## src/rtl/tlc_timer.sv

```systemverilog
// tlc_timer -- tick generator and 4-bit countdown timer for the traffic light
// controller.
//
// A prescaler divides clk into a one-cycle clk_en strobe. The strobe paces
// the controller FSM and also gates the countdown timer, so the timer and the
// controller always advance on the same clk edge.
//
// Parameters
//   DIV       clk cycles per strobe in normal mode (>=2)
//   FAST_DIV  clk cycles per strobe when fast=1 (>=2, <=DIV)
//   PRE_W     prescaler width, derived from DIV
//
// Ports
//   clk         in   rising-edge clock
//   rst         in   asynchronous, active-high reset
//   fast        in   1 = FAST_DIV period, 0 = DIV period
//   timer_load  in   load timer_init on the next strobe edge
//   timer_en    in   decrement on the next strobe edge
//   timer_init  in   [3:0] load value
//   clk_en      out  registered strobe, high for one clk per period
//   timer_out   out  [3:0] current count
//   expired     out  one-clk pulse when the count steps 1 -> 0 by decrement
module tlc_timer #(
  parameter int DIV      = 50_000_000,
  parameter int FAST_DIV = 4,
  parameter int PRE_W    = $clog2(DIV)
) (
  input  logic       clk,
  input  logic       rst,
  input  logic       fast,
  input  logic       timer_load,
  input  logic       timer_en,
  input  logic [3:0] timer_init,
  output logic       clk_en,
  output logic [3:0] timer_out,
  output logic       expired
);

  localparam logic [31:0] DIV_M1  = 32'(DIV - 1);
  localparam logic [31:0] FAST_M1 = 32'(FAST_DIV - 1);

  logic [PRE_W-1:0] pre_cnt;
  logic [31:0]      lim_m1;
  logic             wrap;

  // The >= (rather than ==) lets a switch to the shorter period mid-count
  // strobe on the very next edge instead of running past the new limit.
  assign lim_m1 = fast ? FAST_M1 : DIV_M1;
  assign wrap   = 32'(pre_cnt) >= lim_m1;

  always_ff @(posedge clk or posedge rst) begin
    if (rst) begin
      pre_cnt <= '0;
      clk_en  <= 1'b0;
    end else if (wrap) begin
      pre_cnt <= '0;
      clk_en  <= 1'b1;
    end else begin
      pre_cnt <= pre_cnt + PRE_W'(1);
      clk_en  <= 1'b0;
    end
  end

  // Commands are acted on only at the edge where the registered strobe is
  // high; load beats enable, and the count saturates at zero.
  always_ff @(posedge clk or posedge rst) begin
    if (rst) begin
      timer_out <= 4'd0;
      expired   <= 1'b0;
    end else begin
      expired <= 1'b0;
      if (clk_en) begin
        if (timer_load) begin
          timer_out <= timer_init;
        end else if (timer_en && timer_out != 4'd0) begin
          timer_out <= timer_out - 4'd1;
          expired   <= (timer_out == 4'd1);
        end
      end
    end
  end

endmodule
```

## config.mk

```make
export PLATFORM = sky130hd
export DESIGN_NAME = tlc_timer
export DESIGN_NICKNAME = d
export VERILOG_FILES = /design/src/rtl/tlc_timer.sv
export SDC_FILE = /design/constraint.sdc
export NUM_CORES = 1
export LEC_CHECK = 0
export BUFFER_PORTS_ARGS = -buffer_cell sky130_fd_sc_hd__buf_2
export CAP_MARGIN = 5
export CORE_MARGIN = 2
export CORE_UTILIZATION = 31
export DETAILED_ROUTE_END_ITERATION = 10
export HOLD_SLACK_MARGIN = 0.1
export SETUP_SLACK_MARGIN = 0.02
export SYNTH_ARGS = -nofsm -noshare
export SYNTH_HDL_FRONTEND = slang
export SYNTH_SLANG_ARGS = --single-unit
```

## constraint.sdc

```tcl
create_clock -name clk -period 2.7 [get_ports clk]
set_input_delay 0.135 -clock clk [delete_from_list [all_inputs] [get_ports clk]]
set_output_delay 0.135 -clock clk [all_outputs]
set_load 0.01 [all_outputs]
```

### Word level (Yosys, flattened, before mapping)

Index checks and enable logic that the tools add are counted.

| storage, ports and cells | value |
|---|---|
| register bits | 32 |
| output and inout port bits | 6 |

| cells by class | value |
|---|---|
| $add $sub $neg | 2 |
| order comparisons | 1 |
| equality and inequality tests | 1 |
| muxes and demuxes | 8 |
| reduce and logical (&&, ||, !) cells | 4 |

Operators by type and width:

| kind | count |
|---|---|
| $mux W26 | 2 |
| $add A26 B1 Y26 const B | 1 |
| $ge A26 B26 Y1 | 1 |
| $mux W4 | 2 |
| $eq A4 B1 Y1 const B | 1 |
| $mux W1 | 4 |
| $reduce_bool A4 Y1 | 1 |
| $sub A4 B1 Y4 const B | 1 |
| $reduce_and A2 Y1 | 1 |
| $reduce_bool A2 Y1 | 1 |
| $logic_and A1 B1 Y1 | 1 |

### Depth between registers and ports, before layout

Gate-level depths: netlist of the first run.

| logic depth | value |
|---|---|
| depth in word-level cells | 5 |
| mapped depth | 7 |
| depth with buffers taken out | 7 |

### Worst setup path after synthesis of the first run

No wires, ideal clock.

| path | value |
|---|---|
| path kind | register -> register |
| start point | reg pre_cnt[23] |
| end point | reg pre_cnt[10] |
| setup time | 121 ps |
| data arrival time | 1,687 ps |
| required time | 2,579 ps |
| path slack | 892 ps |
| cell stages (with the launch flop) | 8 |
| clock period less this slack | 1,808 ps |
| cell sequence | dfrtp_1 -> ha_1 -> and4b_1 -> nor4b_1 -> o21ai_0 -> nand3_1 -> buf_2 -> nor2_1 |

| on the way | value |
|---|---|
| longest elaborated chain between the ends | 2 |

RTL lines:

| what | RTL line | text |
|---|---|---|
| start: declaration | 42 | `logic [PRE_W-1:0] pre_cnt;` |
| start signal: assignment | 59 | `pre_cnt <= pre_cnt + PRE_W'(1);` |
| $ge A26 B26 Y1 | 49 | `assign wrap = 32'(pre_cnt) >= lim_m1;` |
| $mux W26 | 55 | `end else if (wrap) begin` |

No other way between the ends.
A chain may end at the register's enable or synchronous reset.

### Final worst setup path of the first run

| path | value |
|---|---|
| start point | reg pre_cnt[23] |
| end point | reg pre_cnt[5] |

The elaborated chain is that of the path after synthesis.

==> impl_results.md, run 1 <==
* WP data required at 2.86 ns
* Dominant cell type by area after synthesis: dfrtp_1
* Die width at 84.01 um
* Reg2reg setup slack at 0.55 ns
* CTS buffer count at 5
* Sequential group share of total power at 44.9%
* Hold EP: expired$_DFF_PP0_
* Antenna diodes at 0
* DRC violations left at 0
* Global-route wire length before repair at 7065 um
* Synth area leaders: dfrtp_1 (40%), ha_1 (12%), xnor2_1 (5.3%)
* Die footprint at 0.007058 mm^2
* Multiplexer area fraction after synthesis at 0%
* Top cells by count, synth: dfrtp_1 (32), nor2_1 (27), ha_1 (19)
* I/O Buffers at 14
* Register area share after synthesis at 40.35%
* Netlist cell types at 41
* Clk buf depth at 2
* Most frequent cell after synthesis: dfrtp_1
* FF-to-FF path depth at 7
* Initial Utilization at 31.61%
* Crit-path max FO at 23
* Number of synthesized flops with an enable pin at 0
* Psw at 0.0004587 W
* Reg2Reg Launch Point: pre_cnt[23]$_DFF_PP0_
* Main flop type after synthesis: dfrtp_1
* Setup Skew at 0.01079 ns
* Tcrit/Tclk final at 79.70%
* Sink Count at 32
* Core Util, Final at 36.08%
* Syn Nets at 235
* Synth Area in XOR/XNOR at 9.269%
* Hold Startpoint: timer_en
* Compound-Gate Fraction of Synth Area at 10.59%
* Hold Vio Cnt, Final at 0
* H-Tree Depth at 2
* Power Dens Cells at 635.6 mW/mm^2
* Die Span Y at 84.01 um
* First drt pass iteration count at 4
* Clk root buf: clkbuf_8
* Max-Cap Viols at 0
* Pins Over Slew Limit at 0
* Synth top area share at 40.35%
* I/O Pins at 15
* Yosys Warn Count at 0
* Combinational family with the most area after synthesis: simple AND/OR/NAND/NOR gates
* Initial drt markers at 73
* Kind of critical path: flop to flop
* Synth Area in Simple Gates at 24.65%
* Minimum clock period after layout at 2.152 ns
* Worst-skew pair later-pin latency at 0.29 ns
* Fill cells at 659
* Via-to-Cell Ratio at 5.007
* Hold path depth at 2
* Slew @ Worst Pin at 0.4581 ns
* Vias at 1527
* Hold crit path type: primary input to flop
* Largest net degree at the start of global routing at 33
* Mean Syn Cell Area at 9.586 um^2
* Fmax at 0.4647 GHz
* Data arrival time of the worst path at 2.31 ns
* Clock network power share at 31.6%
* RSZ-0062 raised after global routing: false
* Worst VDD drop at 0.0002843 V
* Final setup vio count at 0
* Area of the multi-input gates at 0.001121 mm^2
* Dpl hpwl at 2786 um
* CP startpoint kind: flop
* Cell row count at 29
* GRT Residual Overflow at 0
* Antenna violations before repair at 0
* Area growth syn-to-layout at 14.12%
* Internal power at 0.0009806 W
* Post-DRT Antenna Nets at 0
* Mapped cell area at 0.001984 mm^2
* Routed length per instance at 12.90 um
* Ys async rst share at 100.0%
* Adder-Cell Fraction of Synth Area at 11.98%
* Final nets at 255
* Comb pwr share at 23.5%
* Reg-to-Reg End: pre_cnt[5]$_DFF_PP0_
* Static Leak at 1.070 nW
* Reg clk slew, reported paths at 0.07 ns
* Gr usage total at 12.52%
* Instance count of the mapped netlist at 207
* Layout cells sized above 1 at 12.28%
* CP Capture Type: flop
* Sw Share at 31.87%
* Status: finished, final reports clean
* Worst slew margin at 68.67%
* Core Area at 0.006277 mm^2
* TritonCTS clock tree: done
* Register Area at 800.8 um^2
* Setup_tns at 0 ns
* Number of global-route vias before repair at 1529
* Final WL at 3936 um
* Final GP Congestion at 0.7675
* Flops & latches, synth at 32
==> power groups by stage <==
| stage | clock network, W | registers (W) | logic (W) |
|---|---|---|---|
| after floorplan | 0 | 0.000650 | 0.000233 |
| after global placement | 0 | 0.000653 | 0.000329 |
| after detailed placement | 0 | 0.000656 | 0.000344 |
| after CTS | 0.000468 | 0.000647 | 0.000348 |
| after global routing | 0.000493 | 0.000662 | 0.000395 |
| final | 0.000455 | 0.000646 | 0.000338 |
==> state kept, by name, summed over array words and instances, names as in the netlist <==
name,count
clk_en,1
expired,1
pre_cnt,26
timer_out,4
==> layout by cell type, fill, tap and decap left out, types with 5 or more instances in the layout <==
cell / n
nand3_1: 11
clkbuf_8: 5
a21oi_1: 10
nor3_1: 7
dfrtp_1: 32
xor2_1: 9
o21ai_0: 11
ha_1: 19
nor2_1: 27
xnor2_1: 12
buf_2: 14
nand4_1: 8
nand2_1: 12
inv_1: 9
==> timing repair <==
item / in CTS / in global routing
hold buffers: 2 / 0
resized for setup: 0 / 0
buffers inserted: 0 / 0
hold endpoints to repair: 33 / 0
==> cells by family after synthesis <==
logic type               count (synthesis)
AO/OA/AOI/OAI                           34
XOR/XNOR                                21
adder cells (fa/ha/maj)                 19
buffers and inverters                   14
flip-flops                              32
AND/OR/NAND/NOR                         87
==> layout make-up <==
cell class | instances | area share (%)
Clock buffer | 6 | 3.204
Clock inverter | 2 | 1.547
Inverter | 9 | 1.492
Multi-Input combinational cell | 161 | 49.50
Sequential cell | 32 | 35.36
Tap cell | 77 | 4.254
Timing Repair Buffer | 18 | 4.641
==> how the worst max path moves through the flow <==
stage,cells past startpoint,slack (ns),to,startpoint
after CTS,7,0.56,pre_cnt[5]$_DFF_PP0_,pre_cnt[23]$_DFF_PP0_
final,7,0.55,pre_cnt[5]$_DFF_PP0_,pre_cnt[23]$_DFF_PP0_
after global placement,7,0.51,pre_cnt[22]$_DFF_PP0_,pre_cnt[23]$_DFF_PP0_
after global routing,7,0.34,pre_cnt[5]$_DFF_PP0_,pre_cnt[23]$_DFF_PP0_
after floorplan,7,0.89,pre_cnt[10]$_DFF_PP0_,pre_cnt[23]$_DFF_PP0_
after detailed placement,8,0.58,pre_cnt[3]$_DFF_PP0_,fast
==> worst max-delay path, stage by stage (launching register included) <==
cell	delay, ns
dfrtp_1	0.42
ha_1	0.31
and4b_1	0.21
nor4b_1	0.39
o21ai_0	0.22
nand3_1	0.13
buf_4	0.26
nor2_1	0.09
==> routing by layer <==
layer  global-route usage (%)  up-vias  part of all wire [%]
li1                         -      786                     -
met1                    16.01      716                    50
met2                    20.00       18                    45
met3                    4.154        7                   3.6
met4                    3.959        0                   1.3
met5                        0        -                     0
==> per-stage QoR <==
| step | setup WS, ns | instances | power, W | hold slack (ns) | cell area [um^2] |
|---|---|---|---|---|---|
| after floorplan | 0.8921 | 207 | 0.0008830 | 0.2512 | 1984 |
| after global placement | 0.5104 | 295 | 0.0009818 | 0.2535 | 2137 |
| after detailed placement | 0.5826 | 295 | 0.0009992 | 0.2480 | 2137 |
| after CTS | 0.5562 | 305 | 0.001463 | 0.1520 | 2265 |
| after global routing | 0.3362 | 305 | 0.001550 | 0.1577 | 2265 |
| final | 0.5480 | 305 | 0.001439 | 0.1559 | 2265 |
(Power assumes the default switching activity.)
==> inputs of run 2 (changes only) <==
- clock period: 2.7 -> 2 ns (I/O delays scaled with it)
==> impl_results.md, run 2 (synthesized netlist as in run 1, its figures left out) <==
* Area growth syn-to-layout at 25.85%
* Internal power at 0.001399 W
* Final WL at 4353 um
* Worst VDD drop at 0.0003987 V
* Largest regs: pre_cnt: 26 flops, timer_out: 4 flops
* Die footprint at 0.007058 mm^2
* Hold EP: expired$_DFF_PP0_
* Pins Over Slew Limit at 0
* Hold Vio Cnt, Final at 0
* Minimum clock period after layout at 1.869 ns
* Most common cell after layout, fill and taps aside: dfrtp_1
* CP cell instances: ha_1 -> a21oi_1 -> o21ai_1 -> a221oi_2 -> nand3_2 -> buf_6 -> a21oi_1
* Final nets at 278
* Number of global-route vias before repair at 1567
* Slew @ Worst Pin at 0.4253 ns
* Antenna diodes at 0
* Biggest register: pre_cnt
* CTS buffer count at 5
* Die Span Y at 84.01 um
* Tcrit/Tclk final at 93.43%
* DRC violations left at 0
* Sink Count at 32
* Post-DRT Antenna Nets at 0
* Clock network power share at 30.1%
* Power Dens Cells at 819.1 mW/mm^2
* Final GP Congestion at 0.8021
* Hold crit path type: primary input to flop
* Most frequent CP cell: a21oi_1
* Slowest stage delay, CP at 0.40 ns
* Final setup vio count at 0
* Fill cells at 629
* Max-Cap Viols at 0
* Reg2reg setup slack at 0.13 ns
* Sw Share at 31.60%
* Core Util, Final at 39.78%
* Core Area at 0.006277 mm^2
* Static Leak at 1.211 nW
* First drt pass iteration count at 4
* Reg-to-Reg End: pre_cnt[23]$_DFF_PP0_
* Most frequent cells in the layout: dfrtp_1 (32), nor2_1 (27), buf_4 (21)
* WP data required at 2.22 ns
* TritonCTS clock tree: done
* Clk buf depth at 2
* CP startpoint kind: flop
* RSZ-0062 raised after global routing: false
* Hold path depth at 2
* Sequential group share of total power at 41.0%
* FF-to-FF path depth at 7
* Gr usage total at 13.20%
* Reg clk slew, reported paths at 0.07 ns
* Layout Cells excl Fill at 328
* Layout cells sized above 1 at 22.31%
* Worst-skew pair later-pin latency at 0.29 ns
* Initial Utilization at 31.61%
* I/O Buffers at 14
* Crit-path max FO at 8
* Via-to-Cell Ratio at 5.012
* Worst slew margin at 71.64%
* Largest net degree at the start of global routing at 33
* Kind of critical path: flop to flop
* Status: finished, final reports clean
* Comb pwr share at 29.0%
* Setup Skew at 0.005854 ns
* Vias at 1644
* Antenna violations before repair at 0
* Max stage delay cell, worst path: dfrtp_1
* Die width at 84.01 um
* Max FFs per register at 26
* Data arrival time of the worst path at 2.08 ns
* Global-route wire length before repair at 7493 um
* Cell row count at 29
* Hold Startpoint: timer_en
* I/O Pins at 15
* CP Capture Type: flop
* # placed instances at 316
* H-Tree Depth at 2
* Psw at 0.0006465 W
* Initial drt markers at 72
* Clk root buf: clkbuf_8
* GRT Residual Overflow at 0
* Reg2Reg Launch Point: pre_cnt[19]$_DFF_PP0_
* Routed length per instance at 13.27 um
* Fmax at 0.5352 GHz
* Dpl hpwl at 3190 um
==> run 2: changes by cell type in the layout (fill, tap and decap cells not counted), moves of 2 or more <==
cell / before / now
buf_4: 2 / 21
o21ai_0: 11 / 9
buf_6: 0 / 3
o21ai_1: 0 / 2
==> run 2: repair_timing <==
| item | 4_1_cts | 5_1_grt |
|---|---|---|
| pin swaps | 0 | 2 |
| resized for setup | 2 | 12 |
| endpoints found under the hold margin | 33 | 0 |
| cloned | 0 | 1 |
| hold buffers | 2 | 0 |
| setup buffers | 0 | 1 |
| endpoints found under the setup margin | 15 | 26 |
==> run 2: cell type report <==
type | instances | area [um^2] | share of cell area, %
Multi-Input combinational cell | 161 | 1157 | 46.34
Sequential cell | 32 | 800.8 | 32.06
Timing Repair Buffer | 41 | 301.5 | 12.07
Tap cell | 77 | 96.34 | 3.858
Clock buffer | 6 | 72.57 | 2.906
Clock inverter | 2 | 35.03 | 1.403
Inverter | 9 | 33.78 | 1.353
==> run 2: metal layers <==
metal  wire length (um)  global-route usage [%]  part of all wire [%]
met1               2086                   16.82                    48
met2               2101                   22.11                    48
met3                105                   3.264                   2.4
met4                 59                   3.959                   1.4
met5                  0                       0                     0
==> run 2: how the worst max path moves through the flow <==
stage	from	endpoint	cells after the start
floorplan	pre_cnt[23]$_DFF_PP0_	pre_cnt[10]$_DFF_PP0_	7
global placement	fast	pre_cnt[20]$_DFF_PP0_	9
detailed placement	fast	pre_cnt[20]$_DFF_PP0_	9
CTS	pre_cnt[3]$_DFF_PP0_	pre_cnt[20]$_DFF_PP0_	7
global route	pre_cnt[21]$_DFF_PP0_	pre_cnt[6]$_DFF_PP0_	7
finish	pre_cnt[19]$_DFF_PP0_	pre_cnt[23]$_DFF_PP0_	7
==> run 2: per-stage QoR <==
step	hold slack (ns)	instance area [um^2]	power (W)	worst slack, ns	setup TNS [ns]
detailed placement	0.2161	2307	0.001420	-0.07933	-1.079
floorplan	0.2162	1984	0.001192	0.1921	0
CTS	0.1142	2442	0.002044	0.05808	0
finish	0.1197	2497	0.002046	0.1315	0
global placement	0.2211	2307	0.001408	-0.04834	-0.6347
global route	0.1320	2497	0.002185	0.009287	0
==> run 2: critical path: cells and delay by family, from the launching register on <==
kind | cells | cell delay (ns)
AND/OR/NAND/NOR | 1 | 0.20
adder cells (fa/ha/maj) | 1 | 0.30
buffers and inverters | 1 | 0.18
flip-flops | 1 | 0.40
AO/OA/AOI/OAI | 4 | 0.70
==> run 2: power groups by stage <==
stage	Sequential [W]	Clock, W	Combinational (W)
2_1_floorplan	0.000878	0	0.000314
3_3_place_gp	0.000848	0	0.000560
3_5_place_dp	0.000850	0	0.000570
4_1_cts	0.000837	0.000629	0.000578
5_1_grt	0.000850	0.000653	0.000681
6_report	0.000838	0.000615	0.000592
==> inputs of run 3 (changes only) <==
- clock period: 2 -> 2.4 ns (I/O delays scaled with it)
==> impl_results.md, run 3 (synthesized netlist as in run 1, its figures left out) <==
* Reg2reg setup slack at 0.23 ns
* Core Area at 0.006277 mm^2
* Worst VDD drop at 0.0003314 V
* Most common cell after layout, fill and taps aside: dfrtp_1
* Hold Startpoint: timer_en
* Hold path depth at 2
* Tcrit/Tclk final at 90.46%
* Worst slew margin at 66.02%
* Initial Utilization at 31.61%
* Slew @ Worst Pin at 0.5027 ns
* Hold EP: expired$_DFF_PP0_
* CTS buffer count at 5
* Most frequent cells in the layout: dfrtp_1 (32), nor2_1 (27), ha_1 (19)
* Post-DRT Antenna Nets at 0
* Pins Over Slew Limit at 0
* Initial drt markers at 75
* Minimum clock period after layout at 2.171 ns
* Via-to-Cell Ratio at 5.029
* Biggest register: pre_cnt
* WP data required at 2.57 ns
* Clock network power share at 31.4%
* Sequential group share of total power at 44.9%
* CP startpoint kind: flop
* Final WL at 3989 um
* Power Dens Cells at 709.7 mW/mm^2
* Gr usage total at 12.70%
* Psw at 0.0005155 W
* Postcts setup bufs at 0
* Crit-path max FO at 23
* Vias at 1539
* Sink Count at 32
* CP Capture Type: flop
* Largest net degree at the start of global routing at 33
* Setup Skew at 0.005051 ns
* Reg2Reg Launch Point: pre_cnt[23]$_DFF_PP0_
* H-Tree Depth at 2
* Fmax at 0.4606 GHz
* TritonCTS clock tree: done
* Comb pwr share at 23.8%
* Max stage delay cell, worst path: nor4b_1
* Clk root buf: clkbuf_8
* Area growth syn-to-layout at 15.32%
* Setup_tns at 0 ns
* Kind of critical path: flop to flop
* Data arrival time of the worst path at 2.34 ns
* DRC violations left at 0
* Internal power at 0.001109 W
* Number of global-route vias before repair at 1488
* Clk buf depth at 2
* Status: finished, final reports clean
* Final GP Congestion at 0.7734
* First drt pass iteration count at 4
* Global-route wire length before repair at 7265 um
* Hold Slack at 0.1386 ns
* Antenna diodes at 0
* Cell row count at 29
* CP cell instances: ha_1 -> and4b_1 -> nor4b_1 -> o21ai_0 -> nand3_1 -> buf_12 -> nor2_1
* Antenna violations before repair at 0
* Max-Cap Viols at 0
* Reg clk slew, reported paths at 0.07 ns
* Slowest stage delay, CP at 0.44 ns
* Die Span Y at 84.01 um
* Dpl hpwl at 2845 um
* Sw Share at 31.74%
* FF-to-FF path depth at 7
* Final setup vio count at 0
* Static Leak at 1.077 nW
* I/O Pins at 15
* Routed length per instance at 13.04 um
* RSZ-0062 raised after global routing: false
* Max FFs per register at 26
* Die footprint at 0.007058 mm^2
* GRT Residual Overflow at 0
* Layout cells sized above 1 at 13.10%
* Reg-to-Reg End: pre_cnt[10]$_DFF_PP0_
* Post-CTS sizing at 0
* Die width at 84.01 um
* Hold Vio Cnt, Final at 0
* Largest regs: pre_cnt: 26 flops, timer_out: 4 flops
* Worst-skew pair later-pin latency at 0.28 ns
* Hold crit path type: primary input to flop
* I/O Buffers at 14
* Final nets at 256
[run 3: power groups by stage]
stage               Combinational [W]  Sequential [W]  Clock [W]
detailed placement           0.000388        0.000739          0
CTS                          0.000394        0.000729   0.000533
finish                       0.000386        0.000729   0.000509
global route                 0.000451        0.000747   0.000549
floorplan                    0.000262        0.000732          0
global placement             0.000381        0.000733          0
[run 3: layout make-up]
cell class,count,area (um^2)
clock buffer,5,68.82
tap,77,96.34
clock inverter,3,42.54
inverter,9,33.78
sequential,32,800.8
multi-input combinational,161,1121
timing repair buffer,19,125.1
fill,660,3989
[run 3: timing repair]
item                                   CTS  global route
hold buffers                             2             0
setup endpoints to repair                0             0
endpoints found under the hold margin   33             0
[run 3: critical path, delay by kind of cell (launching register included)]
| family | cells | cell delay, ns |
|---|---|---|
| fa+ha+maj | 1 | 0.30 |
| flops | 1 | 0.42 |
| simple gates | 4 | 0.90 |
| compound gates | 1 | 0.25 |
| buf+inv | 1 | 0.18 |
[run 3: through the flow]
step / worst slack (ns) / cell area (um^2) / total power (W) / util (%) / instances
3_3_place_gp: 0.1985 / 2157 / 0.001114 / 34.36 / 296
2_1_floorplan: 0.5921 / 1984 / 0.0009934 / - / 207
5_1_grt: 0.05035 / 2288 / 0.001746 / 36.46 / 306
4_1_cts: 0.1997 / 2288 / 0.001656 / 36.46 / 306
6_report: 0.2289 / 2288 / 0.001624 / 36.46 / 306
3_5_place_dp: 0.2186 / 2157 / 0.001127 / 34.36 / 296
[run 3: worst max-delay path by stage]
| stage | from | end | cells after the start |
|---|---|---|---|
| 2_1_floorplan | pre_cnt[23]$_DFF_PP0_ | pre_cnt[10]$_DFF_PP0_ | 7 |
| 3_3_place_gp | fast | pre_cnt[22]$_DFF_PP0_ | 8 |
| 3_5_place_dp | pre_cnt[23]$_DFF_PP0_ | pre_cnt[25]$_DFF_PP0_ | 7 |
| 4_1_cts | pre_cnt[23]$_DFF_PP0_ | pre_cnt[5]$_DFF_PP0_ | 7 |
| 5_1_grt | pre_cnt[23]$_DFF_PP0_ | pre_cnt[5]$_DFF_PP0_ | 7 |
| 6_report | pre_cnt[23]$_DFF_PP0_ | pre_cnt[10]$_DFF_PP0_ | 7 |
[run 3: layer usage]
metal  global-route usage, %  vias up  wire length (um)
met2                   18.76       14              1779
met3                   3.066        5               100
li1                        -      783                 -
met1                   17.92      737              2043
met5                       0        -                 0
met4                   4.839        0                65
